`config.mk`:
```
export PLATFORM = sky130hd
export DESIGN_NAME = program_loader_flat
export DESIGN_NICKNAME = d
export VERILOG_FILES = /design/src/rtl/loader_pkg.sv /design/src/rtl/program_loader_if.sv /design/src/rtl/program_loader_byte_packer.sv /design/src/rtl/program_loader.sv /design/src/flat_wrapper.sv
export SDC_FILE = /design/constraint.sdc
export NUM_CORES = 1
export LEC_CHECK = 0
export CAP_MARGIN = 20
export CORE_MARGIN = 2
export CORE_UTILIZATION = 30
export CTS_BUF_LIST = sky130_fd_sc_hd__clkbuf_4 sky130_fd_sc_hd__clkbuf_8
export DETAILED_ROUTE_END_ITERATION = 10
export GPL_TIMING_DRIVEN = 0
export PLACE_DENSITY = 0.49
export RECOVER_POWER = 50
export SLEW_MARGIN = 25
export SYNTH_ARGS = -nofsm -noshare
export SYNTH_HDL_FRONTEND = slang
export SYNTH_SLANG_ARGS = --single-unit
```
`constraint.sdc`:
```
create_clock -name clk -period 4.77 [get_ports clk]
set_input_delay 0.7155 -clock clk [delete_from_list [all_inputs] [get_ports clk]]
set_output_delay 0.7155 -clock clk [all_outputs]
set_load 0.02 [all_outputs]
```
`src/rtl/loader_pkg.sv`:
```
// Shared definitions for the program loader: parser states and frame byte codes.
package loader_pkg;

    // Parser states, one per frame field plus the two terminal states
    typedef enum logic [3:0] {
        ST_IDLE,
        ST_TGT,
        ST_ADDR0,
        ST_ADDR1,
        ST_CNT0,
        ST_CNT1,
        ST_DATA,
        ST_CSUM,
        ST_RUN,
        ST_ERR
    } loader_state_e;

    localparam logic [7:0] SYNC_BYTE = 8'hA5;
    localparam logic [7:0] RUN_BYTE  = 8'h5A;
    localparam logic [7:0] TGT_IMEM  = 8'h00;
    localparam logic [7:0] TGT_DMEM  = 8'h01;

endpackage

```
`src/rtl/program_loader_if.sv`:
```
// Valid/ready byte stream feeding the program loader.
interface program_loader_if;
    logic       s_valid;
    logic       s_ready;
    logic [7:0] s_data;

    modport master (output s_valid, output s_data, input s_ready);
    modport slave  (input s_valid, input s_data, output s_ready);
endinterface

```
`src/rtl/program_loader_byte_packer.sv`:
```
// Packs four consecutive bytes into a little-endian 32-bit word and flags
// the completed word for exactly one cycle.
module byte_packer (
    input  logic        clk,
    input  logic        rst,
    input  logic [7:0]  in_byte,
    input  logic        in_valid,
    input  logic        clear,
    output logic [31:0] word,
    output logic        word_valid
);

    logic [1:0]  byte_idx;
    logic [23:0] partial;

    // Collect bytes into the low three lanes; the fourth byte completes the word
    always_ff @(posedge clk) begin
        if (rst) begin
            byte_idx   <= 2'd0;
            partial    <= 24'd0;
            word       <= 32'd0;
            word_valid <= 1'b0;
        end else begin
            word_valid <= 1'b0;
            if (clear) begin
                byte_idx <= 2'd0;
                partial  <= 24'd0;
            end else if (in_valid) begin
                byte_idx <= byte_idx + 2'd1;
                case (byte_idx)
                    2'd0: partial[7:0]   <= in_byte;
                    2'd1: partial[15:8]  <= in_byte;
                    2'd2: partial[23:16] <= in_byte;
                    default: begin
                        word       <= {in_byte, partial};
                        word_valid <= 1'b1;
                    end
                endcase
            end
        end
    end

endmodule

```
`src/rtl/program_loader.sv`:
```
// Byte-stream boot loader: parses load frames, writes IMEM/DMEM words and
// holds the CPU in reset until a RUN byte arrives.
module program_loader
    import loader_pkg::*;
#(
    parameter int IMEM_DEPTH = 1024,
    parameter int DMEM_DEPTH = 1024,
    localparam int IAW = $clog2(IMEM_DEPTH),
    localparam int DAW = $clog2(DMEM_DEPTH)
) (
    input  logic                  clk,
    input  logic                  rst,
    program_loader_if.slave       stream,
    output logic                  imem_we,
    output logic [IAW-1:0]        imem_addr,
    output logic [31:0]           imem_wdata,
    output logic                  dmem_we,
    output logic [DAW-1:0]        dmem_addr,
    output logic [31:0]           dmem_wdata,
    output logic                  cpu_rst_n,
    output logic                  busy,
    output logic                  done,
    output logic                  err,
    output logic [15:0]           words_written
);

    loader_state_e state;
    logic          tgt_dmem;
    logic [15:0]   addr;
    logic [7:0]    cnt_lo;
    logic [15:0]   words_left;
    logic [1:0]    byte_cnt;
    logic [7:0]    xor_acc;
    logic          accept;
    logic          pk_clear;
    logic          pk_in_valid;
    logic [31:0]   pk_word;
    logic          pk_valid;
    logic          unused_addr;

    assign stream.s_ready = (state != ST_RUN);
    assign accept         = stream.s_valid && stream.s_ready;
    assign pk_clear       = accept && (state == ST_IDLE) && (stream.s_data == SYNC_BYTE);
    assign pk_in_valid    = accept && (state == ST_DATA);

    byte_packer u_packer (
        .clk        (clk),
        .rst        (rst),
        .in_byte    (stream.s_data),
        .in_valid   (pk_in_valid),
        .clear      (pk_clear),
        .word       (pk_word),
        .word_valid (pk_valid)
    );

    // The address register is 16 bits wide so that truncation to each
    // memory's width gives modulo-depth wrap for free; upper bits are spare.
    assign unused_addr = ^addr;

    assign imem_we    = pk_valid && !tgt_dmem;
    assign dmem_we    = pk_valid && tgt_dmem;
    assign imem_addr  = addr[IAW-1:0];
    assign dmem_addr  = addr[DAW-1:0];
    assign imem_wdata = pk_word;
    assign dmem_wdata = pk_word;
    assign busy       = (state != ST_IDLE) && (state != ST_RUN) && (state != ST_ERR);

    // Frame parser, address/word bookkeeping and sticky status flags
    always_ff @(posedge clk) begin
        if (rst) begin
            state         <= ST_IDLE;
            tgt_dmem      <= 1'b0;
            addr          <= 16'd0;
            cnt_lo        <= 8'd0;
            words_left    <= 16'd0;
            byte_cnt      <= 2'd0;
            xor_acc       <= 8'd0;
            cpu_rst_n     <= 1'b0;
            done          <= 1'b0;
            err           <= 1'b0;
            words_written <= 16'd0;
        end else begin
            if (pk_valid) begin
                addr <= addr + 16'd1;
                if (words_written != 16'hFFFF) begin
                    words_written <= words_written + 16'd1;
                end
            end
            if (accept) begin
                case (state)
                    ST_IDLE: begin
                        if (stream.s_data == SYNC_BYTE) begin
                            state   <= ST_TGT;
                            xor_acc <= 8'd0;
                        end else if (stream.s_data == RUN_BYTE) begin
                            state     <= ST_RUN;
                            cpu_rst_n <= 1'b1;
                            done      <= 1'b1;
                        end
                    end
                    ST_TGT: begin
                        if (stream.s_data == TGT_IMEM) begin
                            tgt_dmem <= 1'b0;
                            state    <= ST_ADDR0;
                        end else if (stream.s_data == TGT_DMEM) begin
                            tgt_dmem <= 1'b1;
                            state    <= ST_ADDR0;
                        end else begin
                            state <= ST_ERR;
                            err   <= 1'b1;
                        end
                    end
                    ST_ADDR0: begin
                        addr[7:0] <= stream.s_data;
                        state     <= ST_ADDR1;
                    end
                    ST_ADDR1: begin
                        addr[15:8] <= stream.s_data;
                        state      <= ST_CNT0;
                    end
                    ST_CNT0: begin
                        cnt_lo <= stream.s_data;
                        state  <= ST_CNT1;
                    end
                    ST_CNT1: begin
                        words_left <= {stream.s_data, cnt_lo};
                        byte_cnt   <= 2'd0;
                        if ({stream.s_data, cnt_lo} == 16'd0) begin
                            state <= ST_CSUM;
                        end else begin
                            state <= ST_DATA;
                        end
                    end
                    ST_DATA: begin
                        xor_acc  <= xor_acc ^ stream.s_data;
                        byte_cnt <= byte_cnt + 2'd1;
                        if (byte_cnt == 2'd3) begin
                            words_left <= words_left - 16'd1;
                            if (words_left == 16'd1) begin
                                state <= ST_CSUM;
                            end
                        end
                    end
                    ST_CSUM: begin
                        if (stream.s_data == xor_acc) begin
                            state <= ST_IDLE;
                        end else begin
                            state <= ST_ERR;
                            err   <= 1'b1;
                        end
                    end
                    default: begin
                        state <= state;
                    end
                endcase
            end
        end
    end

endmodule

```
`src/flat_wrapper.sv`:
```
// flat-port wrapper written by rule: the top's interface ports become plain ports
module program_loader_flat import loader_pkg::*;
#(
    parameter int IMEM_DEPTH = 1024,
    parameter int DMEM_DEPTH = 1024,
    localparam int IAW = $clog2(IMEM_DEPTH),
    localparam int DAW = $clog2(DMEM_DEPTH)
)
  (clk, rst, imem_we, imem_addr, imem_wdata, dmem_we, dmem_addr, dmem_wdata, cpu_rst_n, busy, done, err, words_written, stream_s_valid, stream_s_data, stream_s_ready);
  program_loader_if stream_i ();
  input  logic clk;
  input  logic rst;
  output logic imem_we;
  output logic [IAW-1:0] imem_addr;
  output logic [31:0] imem_wdata;
  output logic dmem_we;
  output logic [DAW-1:0] dmem_addr;
  output logic [31:0] dmem_wdata;
  output logic cpu_rst_n;
  output logic busy;
  output logic done;
  output logic err;
  output logic [15:0] words_written;
  input wire logic [$bits(stream_i.s_valid)-1:0] stream_s_valid;
  input wire logic [$bits(stream_i.s_data)-1:0] stream_s_data;
  output wire logic [$bits(stream_i.s_ready)-1:0] stream_s_ready;
  assign stream_i.s_valid = stream_s_valid;
  assign stream_i.s_data = stream_s_data;
  assign stream_s_ready = stream_i.s_ready;
  program_loader #(.IMEM_DEPTH(IMEM_DEPTH), .DMEM_DEPTH(DMEM_DEPTH)) u_core (.clk(clk), .rst(rst), .stream(stream_i), .imem_we(imem_we), .imem_addr(imem_addr), .imem_wdata(imem_wdata), .dmem_we(dmem_we), .dmem_addr(dmem_addr), .dmem_wdata(dmem_wdata), .cpu_rst_n(cpu_rst_n), .busy(busy), .done(done), .err(err), .words_written(words_written));
endmodule
```
# After elaboration in Yosys (flattened, before gate mapping)
# Index checks and enable logic that the tools add are counted.
# Widths: inputs -> output; s select.
# classes
shifts	0
bitwise_logic	5
n_eq_ne	25
order_cmp	0
addsub	5
reduce_logical	35
n_div	0
n_mul	0
n_mux	25
# ops
cell	count
$mux 16	3
$add 16x1->16 const B	2
$pmux 16 s2	1
$pmux 4 s8	1
$mux 4	7
$mux 8	3
$eq 16x1->1 const B	1
$eq 4x3->1 const B	4
$logic_not 16->1	1
$ne 16x16->1 const B	1
$pmux 8 s2	1
$sub 16x1->16 const B	1
$ne 2x2->1 const B	6
$reduce_and 2->1	6
$reduce_and 3->1	4
$reduce_and 5->1	2
$eq 4x2->1 const B	2
$eq 8x1->1 const B	1
$eq 8x7->1 const B	1
$eq 8x8->1	1
$eq 8x8->1 const B	1
$logic_and 1x1->1	8
$logic_not 8->1	1
$ne 4x4->1 const B	2
other kinds (19)	34
# totals
inputBits	11
n_memories	0
mem_bits_rw	0
output_inout_bits	107
romBits	0
latchBits	0
regBits	132

# Longest topological paths before layout
# Gate-level depths: netlist (run 1).
# logic_depth
word_depth	6
depth_mapped	8

# Modules after synthesis
# From an unflattened synthesis (run 1), not the netlist that was laid out.
# unflattened
hier_cells	788
hier_area_um2	6662.6
# modules_own_cells
module	n_inst	area_each_um2	cells_per_inst
program_loader	1	4030.1	521
byte_packer	1	2632.5	267

# Worst setup path after synthesis (run 1)
# Ideal clock, no wire load.
# synth_path
path_kind	input-to-reg
startpoint	input stream_s_data[1]
endpoint	register u_core.state[3]
setup_slack_ps	2608
t_arrival_ps	2044
path_buffers	0
required_time_ps	4653
path_stages	5
path_cell_list	or4_4 > nor4_4 > nor2_1 > or3_1 > a32o_1
# synth_between
elab_chain_cells	4
# synth_rtl
element	line	rtl
from (decl)	flat_wrapper.sv:25	input wire logic [$bits(stream_i.s_data)-1:0] stream_s_data;
$eq 8x1->1	program_loader.sv:105	end else if (stream.s_data == TGT_DMEM) begin
$mux 4	program_loader.sv:105	
$mux 4	program_loader.sv:102	if (stream.s_data == TGT_IMEM) begin
$pmux 4 s8	program_loader.sv:90	case (state)
to (signal assigned)	program_loader.sv:153	state <= state;
to (decl)	program_loader.sv:27	loader_state_e state;
# Parallel ways exist; a longest one is shown, timed or not.
# A chain may end at the register's enable or synchronous reset.

# Worst setup path in the final report (run 1)
# layout_path
startpoint	register u_core.state[0]
endpoint	output stream_s_ready
# layout_between
elab_chain_cells	1
# layout_rtl
element	line	rtl
$ne 4x4->1	program_loader.sv:41	assign stream.s_ready = (state != ST_RUN);
to (decl)	flat_wrapper.sv:26	output wire logic [$bits(stream_i.s_ready)-1:0] stream_s_ready;
# No other way between the ends.

==> metrics.md, run 1 <==
| Metric | Value |
|---|---|
| Flop2flop setup slack | `2.11 ns` |
| Final worst slack | `between 1.5 and 2 ns` |
| Post-DP HPWL | `roughly 13000 um` |
| Tmin final | `3.00 ns` |
| Slowest stage delay, CP | `roughly 0.58 ns` |
| First-pass GRT wire length | `28600 um` |
| Antenna-violating nets left | `0` |
| Number of global-route vias before repair | `around 5300` |
| Design area | `~8000 um2` |
| Placer congestion estimate | `approximately 0.85` |
| Die width | `between 100 and 150 um` |
| Placed Cells | `between 1000 and 1500` |
| Reg clk slew, reported paths | `0.08 ns` |
| WL final | `17800 um` |
| R2r endpoint | `u_core.words_written[14]` |
| Critical Path Source Type | `flop` |
| Final Slew Violations | `0` |
| Crit path cell chain | `clkbuf_1, nor3_1, nand2_1, clkdlybuf4s50_1` |
| R2R Path Start | `u_core.words_written[0]` |
| Multi-input gate area | `2940 um2` |
| Least-Margin Pin Slew | `about 1.2 ns` |
| Vias | `a little under 6000` |
| Reg2Reg Depth | `7` |
| Top cell type's share of synthesized area | `between 40% and 50%` |
| Initial core utilization | `30.5%` |
| Clock H-tree levels | `4` |
| CTS tree | `yes` |
| # nets final | `between 900 and 1000` |
| Hold Crit Start | `u_core.u_packer.partial[16]` |
| Crit end category | `primary output` |
| Leading area contributor after synthesis | `dfxtp_1` |
| All-Layer GR Usage | `around 17%` |
| Hold path cells | `2` |
| Family with the most delay on the worst path | `buffers and inverters` |
| Critical path's slowest cell | `clkdlybuf4s50_1` |
| Final hold vios | `0` |
| GRT Residual Overflow | `0` |
| Min-delay worst type | `flop to flop` |
| Ranking of synthesized cells by area | `dfxtp_1, nand2_1, a21oi_1, buf_4, nor2_1` |
| Clk_lat worst skew | `~0.45 ns` |
| Post-synth EDFFs | `0` |
| Status | `finished clean` |
| Synthesized cell area | `slightly above 6000 um2` |
| Maximum operating frequency | `roughly 330 MHz` |
| Critical Path RT | `between 4 and 5 ns` |
| Commonest non-fill, non-tap cell in the layout | `nand2_1` |
| Num CTS Buffers | `17` |
| Pwr/cell area | `between 200 and 300 nW/um2` |
| Most frequent cells in the layout | `nand2_1, dfxtp_1, a21oi_1` |
| FILL cells | `between 2000 and 2500` |
| Die height | `147 um` |
| Dpl ws | `1.38 ns` |
| 1st-pass router iterations | `5` |
| Row count | `52` |
| Post-synthesis sequential area ratio | `between 40% and 50%` |
| Synth cell types | `58` |
| Slew HR | `between 15 and 20%` |
| Hold_ws | `0.457 ns` |
| Io pins | `118` |
| Crit path max fanout | `10` |
| Lkg Pwr | `2.90 nW` |
| Pin count of the biggest net entering global routing | `17` |
| Final Util | `about two fifths` |
| CTS root buffer | `clkbuf_8` |
| DRC violations left | `0` |
| Clk buf depth | `2` |
| Total power draw | `around 2.1 mW` |
| DR WL/cell | `roughly 15 um` |
| Via-to-Cell Ratio | `roughly 4.8` |
| Fin Setup TNS | `0 ns` |
| CP bufs+invs | `2` |
| Post-synth top flop | `dfxtp_1` |
| Initial antenna violation count | `0` |
| Critical path arrival | `2.28 ns` |
| Layout cell share with drive strength beyond 1 | `about a tenth` |
| Max IR drop VDD | `147 uV` |
| Setup violators final | `0` |
| Crit Path Category | `flop to primary output` |
| RSZ-0062 raised after global routing | `no` |
| Max-Cap Viols | `0` |
| Port-buffer cells | `approximately 120` |
| Total core area | `around 20000 um2` |
| Cts hold-fix bufs | `0` |
| WHS Endpoint | `u_core.u_packer.word[16]` |
| Post-CTS Setup Bufs | `0` |
| Post-Layout Cell Count | `roughly 1200` |
| Register bit total from synthesis | `between 100 and 150` |
| FFs w/ async S/R, synth | `0%` |
| CTS Sinks | `~130` |
| Placed inst area | `7610 um2` |
| Syn Nets | `around 800` |
| CTS-repair resized insts | `0` |
| Area grow syn2layout | `30.1%` |
| Gate Count Post-Synth | `just under 800` |
| Antenna cells | `0` |
| Post-Syn Area per Cell | `7.84 um2` |
| Die area | `roughly 22000 um2` |
| Post-route clock period utilization | `between 60 and 70%` |
| Clk_skew | `between 0.007 and 0.008 ns` |
| Syn. warnings | `0` |
| Register area | `about 2500 um2` |
| Initial DRC count | `between 400 and 500` |
==> layer usage <==
layer  vias to the layer above  share of wire [%]  GRT usage, %
met2                       179                 41          24.0
met3                        18                6.0          3.51
met4                         0                1.1          5.05
met5                         -                  0             0
li1                       2928                  -             -
met1                      2642                 52          25.0
==> kinds of logic (layout without fill, tap and decap cells) <==
family                     after synthesis  after routing  synth area share [%]
xor gates and xnor gates                31             31                  4.43
and+or+nand+nor                        323            323                  25.0
adders and majority gates                9              9                  1.84
DFF                                    126            126                  41.2
AOI/OAI and AO/OA                      173            173                  16.8
muxes                                    5              5                 0.838
buffers and inverters                  114            261                  9.97
==> synthesized netlist by cell type, drive strengths merged (5+ instances only) <==
master and number:
nor4 11, and2 7, a21oi 95, nand2 130
buf 64, xor2 15, nor2 66, nor3 14
dfxtp 126, nand3b 9, ha 9, clkbuf 35
xnor2 16, a211oi 14, inv 15, nor2b 5
nand3 47, nand4 12, o21ai 29
==> area by class of cell <==
cell class	instances	share of cell area, %
plain buffers	99	6.91
clock buffers	20	3.38
clock inverters	12	1.70
inverters	15	0.707
multi-input cells	541	36.9
flip-flops and latches	126	31.7
well taps	270	4.24
repair buffers	115	14.5
==> power by group <==
| group | switching [mW] | total (mW) | internal, mW |
|---|---|---|---|
| logic | 0.0549 | 0.0731 | 0.0182 |
| clock network | 0.449 | 0.950 | 0.501 |
| registers | 0.000936 | 1.05 | 1.05 |
==> flip-flops by register name (all words and copies together), names as in the netlist <==
register and flops:
u_core.addr 10, u_core.byte_cnt 2, u_core.cnt_lo 8, u_core.cpu_rst_n 1
u_core.err 1, u_core.state 4, u_core.tgt_dmem 1, u_core.u_packer.byte_idx 2
u_core.u_packer.partial 24, u_core.u_packer.word 32, u_core.u_packer.word_valid 1, u_core.words_left 16
u_core.words_written 16, u_core.xor_acc 8
==> worst reg2reg max path, delay by kind of cell (launching register included) <==
| family | cells | cell delay [ns] |
|---|---|---|
| fa+ha+maj | 1 | 0.24 |
| flops | 1 | 0.41 |
| buf+inv | 1 | 0.45 |
| simple gates | 3 | 0.28 |
| xor+xnor | 1 | 0.16 |
| compound gates | 1 | 0.97 |
==> worst max-delay path by stage <==
stage | end | start | slack, ns | cells past startpoint
after floorplan | u_core.state[3] | stream_s_data[1] | 2.61 | 5
after global placement | u_core.xor_acc[1] | stream_s_data[2] | 1.42 | 7
after detailed placement | u_core.xor_acc[4] | stream_s_data[7] | 1.38 | 7
after CTS | stream_s_ready | u_core.state[0] | 1.78 | 4
after global routing | stream_s_ready | u_core.state[0] | 1.58 | 4
final | stream_s_ready | u_core.state[0] | 1.77 | 4
No activity file was read; power rests on OpenSTA's default activity.
==> run 2, diff against run 1 <==
==> constraint.sdc (replaced) <==
create_clock -name clk -period 2.9 [get_ports clk]
set_input_delay 0.435 -clock clk [delete_from_list [all_inputs] [get_ports clk]]
set_output_delay 0.435 -clock clk [all_outputs]
set_load 0.02 [all_outputs]
==> run 2 against run 1 <==
  * Highest routed layer unchanged
  * Core utilization increased by 0.11 points
  * Routed wire length about the same
  * Register-to-register slack got worse by 1.7 ns
  * Count of clock-buffer cells in the layout unchanged
==> metrics.md, run 2 (synthesized netlist as in run 1, its figures left out) <==
| Metric | Value |
|---|---|
| R2r endpoint | `u_core.words_written[2]` |
| Die area | `21600 um2 (unchanged)` |
| Number of global-route vias before repair | `5274 (unchanged)` |
| Vias | `5782 (+0.26%)` |
| Setup violators final | `0 (unchanged)` |
| Lkg Pwr | `3.04 nW (+4.8%)` |
| CTS-repair resized insts | `0 (unchanged)` |
| Clk_lat worst skew | `0.45 ns (about the same)` |
| Crit path max fanout | `10 (unchanged)` |
| Hold Crit Start | `u_core.u_packer.partial[19]` |
| Initial DRC count | `405 (-0.98%)` |
| # nets final | `935 (unchanged)` |
| Status | `finished clean` |
| Critical Path RT | `2.47 ns (-1.58 ns)` |
| Largest register FFs | `32 (unchanged)` |
| Clk_skew | `0.00817 ns (+0.000800 ns)` |
| CTS tree | `yes` |
| Max IR drop VDD | `242 uV (+65%)` |
| Initial core utilization | `30.5% (unchanged)` |
| GRT Residual Overflow | `0 (unchanged)` |
| Pwr/cell area | `427 nW/um2 (+64%)` |
| Critical path arrival | `2.22 ns (-0.06 ns)` |
| Io pins | `118 (unchanged)` |
| Cts hold-fix bufs | `0 (unchanged)` |
| Port-buffer cells | `115 (unchanged)` |
| Maximum operating frequency | `roughly 380 MHz` |
| Placed inst area | `7610 um2 (unchanged)` |
| Flop2flop setup slack | `0.37 ns (-1.74 ns)` |
| DRC violations left | `0 (unchanged)` |
| Reg2Reg Depth | `7 (unchanged)` |
| DR WL/cell | `14.8 um (about the same)` |
| Multi-input gate area | `2960 um2 (+0.68%)` |
| Slew HR | `25.8% (+8.8 points)` |
| Via-to-Cell Ratio | `4.83 (+0.26%)` |
| Biggest register | `u_core.u_packer.word` |
| Layout cell share with drive strength beyond 1 | `10.2% (+0.32 points)` |
| WL final | `17800 um (about the same)` |
| Min-delay worst type | `flop to flop` |
| Critical path's slowest cell | `clkdlybuf4s50_1` |
| First-pass GRT wire length | `28600 um (unchanged)` |
| RSZ-0062 raised after global routing | `no` |
| Pin count of the biggest net entering global routing | `17 (unchanged)` |
| Antenna cells | `0 (unchanged)` |
| Placer congestion estimate | `0.848 (unchanged)` |
| CP bufs+invs | `3 (+1)` |
| Hold_ws | `0.457 ns (-0.000654 ns)` |
| Most frequent CP cell | `clkbuf_1` |
| CP Depth | `4 (unchanged)` |
| Register area | `2520 um2 (unchanged)` |
| Total core area | `20100 um2 (unchanged)` |
| Post-DP HPWL | `12500 um (unchanged)` |
| FILL cells | `2121 (-0.19%)` |
| Clock H-tree levels | `4 (unchanged)` |
| Post-Layout Cell Count | `1198 (unchanged)` |
| Slowest stage delay, CP | `0.60 ns (+0.02 ns)` |
| Setup crit start | `u_core.state[1]` |
| Placed Cells | `1166 (unchanged)` |
| Final Slew Violations | `0 (unchanged)` |
| Die width | `147 um (unchanged)` |
| CTS Sinks | `126 (unchanged)` |
| Num CTS Buffers | `17 (unchanged)` |
| Least-Margin Pin Slew | `1.10 ns (-0.133 ns)` |
| Most frequent cells in the layout | `nand2_1, dfxtp_1, a21oi_1` |
| Initial antenna violation count | `0 (unchanged)` |
| CP Capture Point | `busy` |
| All-Layer GR Usage | `16.7% (unchanged)` |
| Clk buf depth | `2 (unchanged)` |
| Crit end category | `primary output` |
| Critical Path Source Type | `flop` |
| Row count | `52 (unchanged)` |
| Tmin final | `between 2 and 3 ns` |
| Antenna-violating nets left | `0 (unchanged)` |
| Max-Cap Viols | `0 (unchanged)` |
| CTS root buffer | `clkbuf_8` |
| Reg clk slew, reported paths | `0.08 ns (about the same)` |
| Post-route clock period utilization | `between 90% and 100%` |
| 1st-pass router iterations | `5 (unchanged)` |
| Post-CTS Setup Bufs | `0 (unchanged)` |
| Final hold vios | `0 (unchanged)` |
| Commonest non-fill, non-tap cell in the layout | `nand2_1` |
| Die height | `147 um (unchanged)` |
| Biggest regs | `u_core.u_packer.word (32), u_core.u_packer.partial (24)` |
| Crit path cell chain | `clkbuf_1, clkbuf_1, a211o_1, clkdlybuf4s50_1` |
| Family with the most delay on the worst path | `buffers and inverters` |
| Design area | `7990 um2 (+0.27%)` |
| Crit Path Category | `flop to primary output` |
| Area grow syn2layout | `30.4%` |
| R2R Path Start | `u_core.words_written[0]` |
[run 2: cell types whose count changed in the layout (fill, tap and decap cells not counted), sizes merged]
cell / change
clkdlybuf4s50: -33
dlygate4sd3: +33
buf: +3
clkbuf: -3
[run 2: cell type report]
| type | count | share of cell area, % |
|---|---|---|
| multi-input cells | 541 | 37.1 |
| flip-flops and latches | 126 | 31.6 |
| repair buffers | 115 | 14.4 |
| plain buffers | 99 | 6.91 |
| well taps | 270 | 4.23 |
| clock buffers | 20 | 3.37 |
| clock inverters | 12 | 1.69 |
| inverters | 15 | 0.705 |
[run 2: how the worst min path moves through the flow]
stage | cells after the start | end | slack (ns)
after global placement | 2 | u_core.u_packer.partial[1] | 0.44
final | 2 | u_core.u_packer.word[19] | 0.46
after global routing | 2 | u_core.u_packer.partial[9] | 0.48
after detailed placement | 2 | u_core.err | 0.45
after floorplan | 2 | u_core.u_packer.word[0] | 0.43
after CTS | 3 | u_core.err | 0.44
[run 2: power by group]
part | switching [mW] | internal [mW] | total (mW) | leakage, nW
logic | 0.0905 | 0.0307 | 0.121 | 1.83
registers | 0.00149 | 1.73 | 1.73 | 1.01
clock network | 0.736 | 0.824 | 1.56 | 0.196
[run 2: tightest hold or removal path: stages (launching register included)]
cell and delay, ns:
dfxtp_1 0.31, nand2_1 0.05, a21oi_1 0.05
[run 2: metal layers]
layer,track usage [%],part of all wire (%),vias up
li1,-,-,2928
met2,24.0,41,167
met1,25.0,52,2666
met5,0,0,-
met3,3.51,5.5,21
met4,5.05,1.3,0
[run 2: per-stage QoR]
stage	TNS, ns	setup WS [ns]	utilization [%]	power (mW)
finish	0	0.242	39.7	3.41
global route	0	0.0511	39.7	3.56
CTS	0	0.193	39.9	3.46
detailed placement	-3.99	-0.209	37.9	1.90
global placement	-3.51	-0.172	37.9	1.90
floorplan	0	0.977	-	1.83
==> run 3, diff against run 2 <==
--- a/config.mk
+++ b/config.mk
@@ -6,7 +6,8 @@
 export NUM_CORES = 1
 export LEC_CHECK = 0
 export CAP_MARGIN = 20
-export CORE_MARGIN = 2
+export CORE_ASPECT_RATIO = 1.75
+export CORE_MARGIN = 4
 export CORE_UTILIZATION = 30
 export CTS_BUF_LIST = sky130_fd_sc_hd__clkbuf_4 sky130_fd_sc_hd__clkbuf_8
 export DETAILED_ROUTE_END_ITERATION = 10
==> run 3 against run 2 <==
  * Core utilization up 0.29 points
  * Register-to-register slack improved by 0.03 ns
  * Final cell count down 2.2%
  * Non-clock buffer count stayed put
  * Sequential share of layout area increased by 0.079 points
  * Setup slack improved by 0.018 ns
  * Flip-flop and latch count unchanged
  * Clock skew increased by 0.0054 ns
  * Clock power about the same
  * Routed wire length grew 11%
  * Combinational power up 3%
  * Cell area is 0.25% lower
  * Largest cell class unchanged
==> metrics.md, run 3 (synthesized netlist as in run 1, its figures left out) <==
| Metric | Value |
|---|---|
| Status | `finished clean` |
| Power share of the clock group | `46.0% (+0.3 points)` |
| Post-CTS Setup Bufs | `0 (unchanged)` |
| Hold path cells | `2 (unchanged)` |
| Row count | `68 (+31%)` |
| Biggest register | `u_core.u_packer.word` |
| Pwr/cell area | `432 nW/um2 (+1.1%)` |
| Placed Cells | `1141 (-2.1%)` |
| Final Util | `40.0% (+0.29 points)` |
| Cell-internal power | `2.63 mW (+1.8%)` |
| First-pass GRT wire length | `31400 um (+9.7%)` |
| Max IR drop VDD | `241 uV (-0.47%)` |
| Reg2Reg Depth | `8 (+1)` |
| Most frequent cells in the layout | `nand2_1, dfxtp_1, a21oi_1` |
| Setup violators final | `0 (unchanged)` |
| Comb power frac | `3.6% (about the same)` |
| Post-Layout Cell Count | `1172 (-2.2%)` |
| Register area | `2520 um2 (unchanged)` |
| Antenna cells | `0 (unchanged)` |
| Post-route clock period utilization | `91.1% (-0.61 points)` |
| Via-to-Cell Ratio | `4.97 (+3.0%)` |
| Critical Path RT | `2.47 ns (about the same)` |
| Slew HR | `27.5% (+1.7 points)` |
| RSZ-0062 raised after global routing | `yes` |
| Flop pwr share | `50.4% (-0.3 points)` |
| Final worst slack | `0.259 ns (+0.0177 ns)` |
| Vias | `5829 (+0.81%)` |
| Dpl ws | `-0.178 ns (+0.0303 ns)` |
| Total power draw | `3.44 mW (+0.81%)` |
| Final hold vios | `0 (unchanged)` |
| Die area | `22900 um2 (+5.9%)` |
| Design area | `7970 um2 (-0.25%)` |
| Multi-input gate area | `2980 um2 (+0.51%)` |
| Clk_skew | `0.0136 ns (+0.00543 ns)` |
| Sw Pwr | `811 uW (-2.1%)` |
| Clock H-tree levels | `4 (unchanged)` |
| GRT Residual Overflow | `0 (unchanged)` |
| Port-buffer cells | `115 (unchanged)` |
| Post-DP HPWL | `14500 um (+16%)` |
| Critical path arrival | `2.21 ns (about the same)` |
| Antenna-violating nets left | `0 (unchanged)` |
| FILL cells | `2194 (+3.4%)` |
| Crit path max fanout | `10 (unchanged)` |
| DR WL/cell | `16.8 um (+13%)` |
| CTS root buffer | `clkbuf_8` |
| Crit Path Category | `flop to primary output` |
| Cts hold-fix bufs | `0 (unchanged)` |
| Final Slew Violations | `0 (unchanged)` |
| DRC violations left | `0 (unchanged)` |
| Placed inst area | `7580 um2 (-0.41%)` |
| Total core area | `19900 um2 (-0.97%)` |
| WL final | `19600 um (+11%)` |
| All-Layer GR Usage | `17.6% (+0.91 points)` |
| Max-Cap Viols | `0 (unchanged)` |
| Pin count of the biggest net entering global routing | `17 (unchanged)` |
| Net Sw Frac | `23.6% (-0.71 points)` |
| Clk_lat worst skew | `0.45 ns (about the same)` |
| Die height | `197 um (+34%)` |
| 1st-pass router iterations | `5 (unchanged)` |
| Crit end category | `primary output` |
| Clk buf depth | `2 (unchanged)` |
| Largest register FFs | `32 (unchanged)` |
| Hold_ws | `0.453 ns (-0.00367 ns)` |
| Die width | `116 um (-21%)` |
| CTS tree | `yes` |
| Layout cell share with drive strength beyond 1 | `10.2% (+0.011 points)` |
| CTS Sinks | `126 (unchanged)` |
| Fin Setup TNS | `0 ns (unchanged)` |
| Num CTS Buffers | `17 (unchanged)` |
| Number of global-route vias before repair | `5792 (+9.8%)` |
| Area grow syn2layout | `30.1%` |
| Initial antenna violation count | `0 (unchanged)` |
| Commonest non-fill, non-tap cell in the layout | `nand2_1` |
| Reg clk slew, reported paths | `0.07 ns (about the same)` |
| Io pins | `118 (unchanged)` |
| Maximum operating frequency | `379 MHz (+0.67%)` |
| Biggest regs | `u_core.u_packer.word (32), u_core.u_packer.partial (24)` |
| Tmin final | `2.64 ns (-0.0177 ns)` |
| Lkg Pwr | `3.05 nW (+0.31%)` |
| Least-Margin Pin Slew | `1.07 ns (-0.0250 ns)` |
| # nets final | `935 (unchanged)` |
| Critical Path Source Type | `flop` |
| Placer congestion estimate | `0.873 (+3.0%)` |
| Initial DRC count | `252 (-38%)` |
| Initial core utilization | `30.8% (+0.30 points)` |
| Min-delay worst type | `flop to flop` |
run 3: changes by cell type in the layout (fill, tap and decap cells not counted), moves of 2 or more:
cell	change
dlygate4sd3_1	+2
clkinv_2	+3
clkdlybuf4s50_1	-2
inv_6	-3
run 3: layout make-up:
type                            instances  share of cell area, %
Clock inverter                         12                   1.82
Inverter                               15                  0.707
Tap cell                              245                   3.85
Timing Repair Buffer                  115                   14.4
Sequential cell                       126                   31.7
Clock buffer                           19                   3.20
Buffer                                 99                   6.93
Multi-Input combinational cell        541                   37.4
run 3: worst max-delay path: stages (launching register included):
cell             delay, ns
dfxtp_1               0.31
clkbuf_1              0.32
clkbuf_1              0.36
a211o_1               0.17
clkdlybuf4s50_1       0.60
run 3: metal layers:
metal	wire length, um	global-route usage, %	share of wire, %	up-vias
met5	0	0	0	-
met4	626	8.04	3.2	0
met3	818	2.88	4.2	37
met2	10600	32.8	54	158
met1	7620	19.1	39	2710
li1	-	-	-	2924
run 3: power by group through the flow:
stage / Clock (mW) / Sequential, mW / Combinational [mW]
after floorplan: 0 / 1.77 / 0.0617
after global placement: 0 / 1.77 / 0.126
after detailed placement: 0 / 1.77 / 0.126
after CTS: 1.63 / 1.73 / 0.126
after global routing: 1.71 / 1.73 / 0.134
final: 1.58 / 1.73 / 0.125
run 3: timing repair:
action,in CTS,in global routing
gates resized for setup,0,3
endpoints found under the hold margin,0,0
endpoints found under the setup margin,0,6
run 3: path summary, 6_finish.rpt:
| check | slack [ns] | startpoint | to |
|---|---|---|---|
| worst min register to register | 0.45 | u_core.err | u_core.err |
| worst min-delay path | 0.45 | u_core.err | u_core.err |
| worst max-delay path | 0.26 | u_core.state[1] | busy |
| worst max register to register | 0.40 | u_core.state[2] | u_core.words_left[12] |
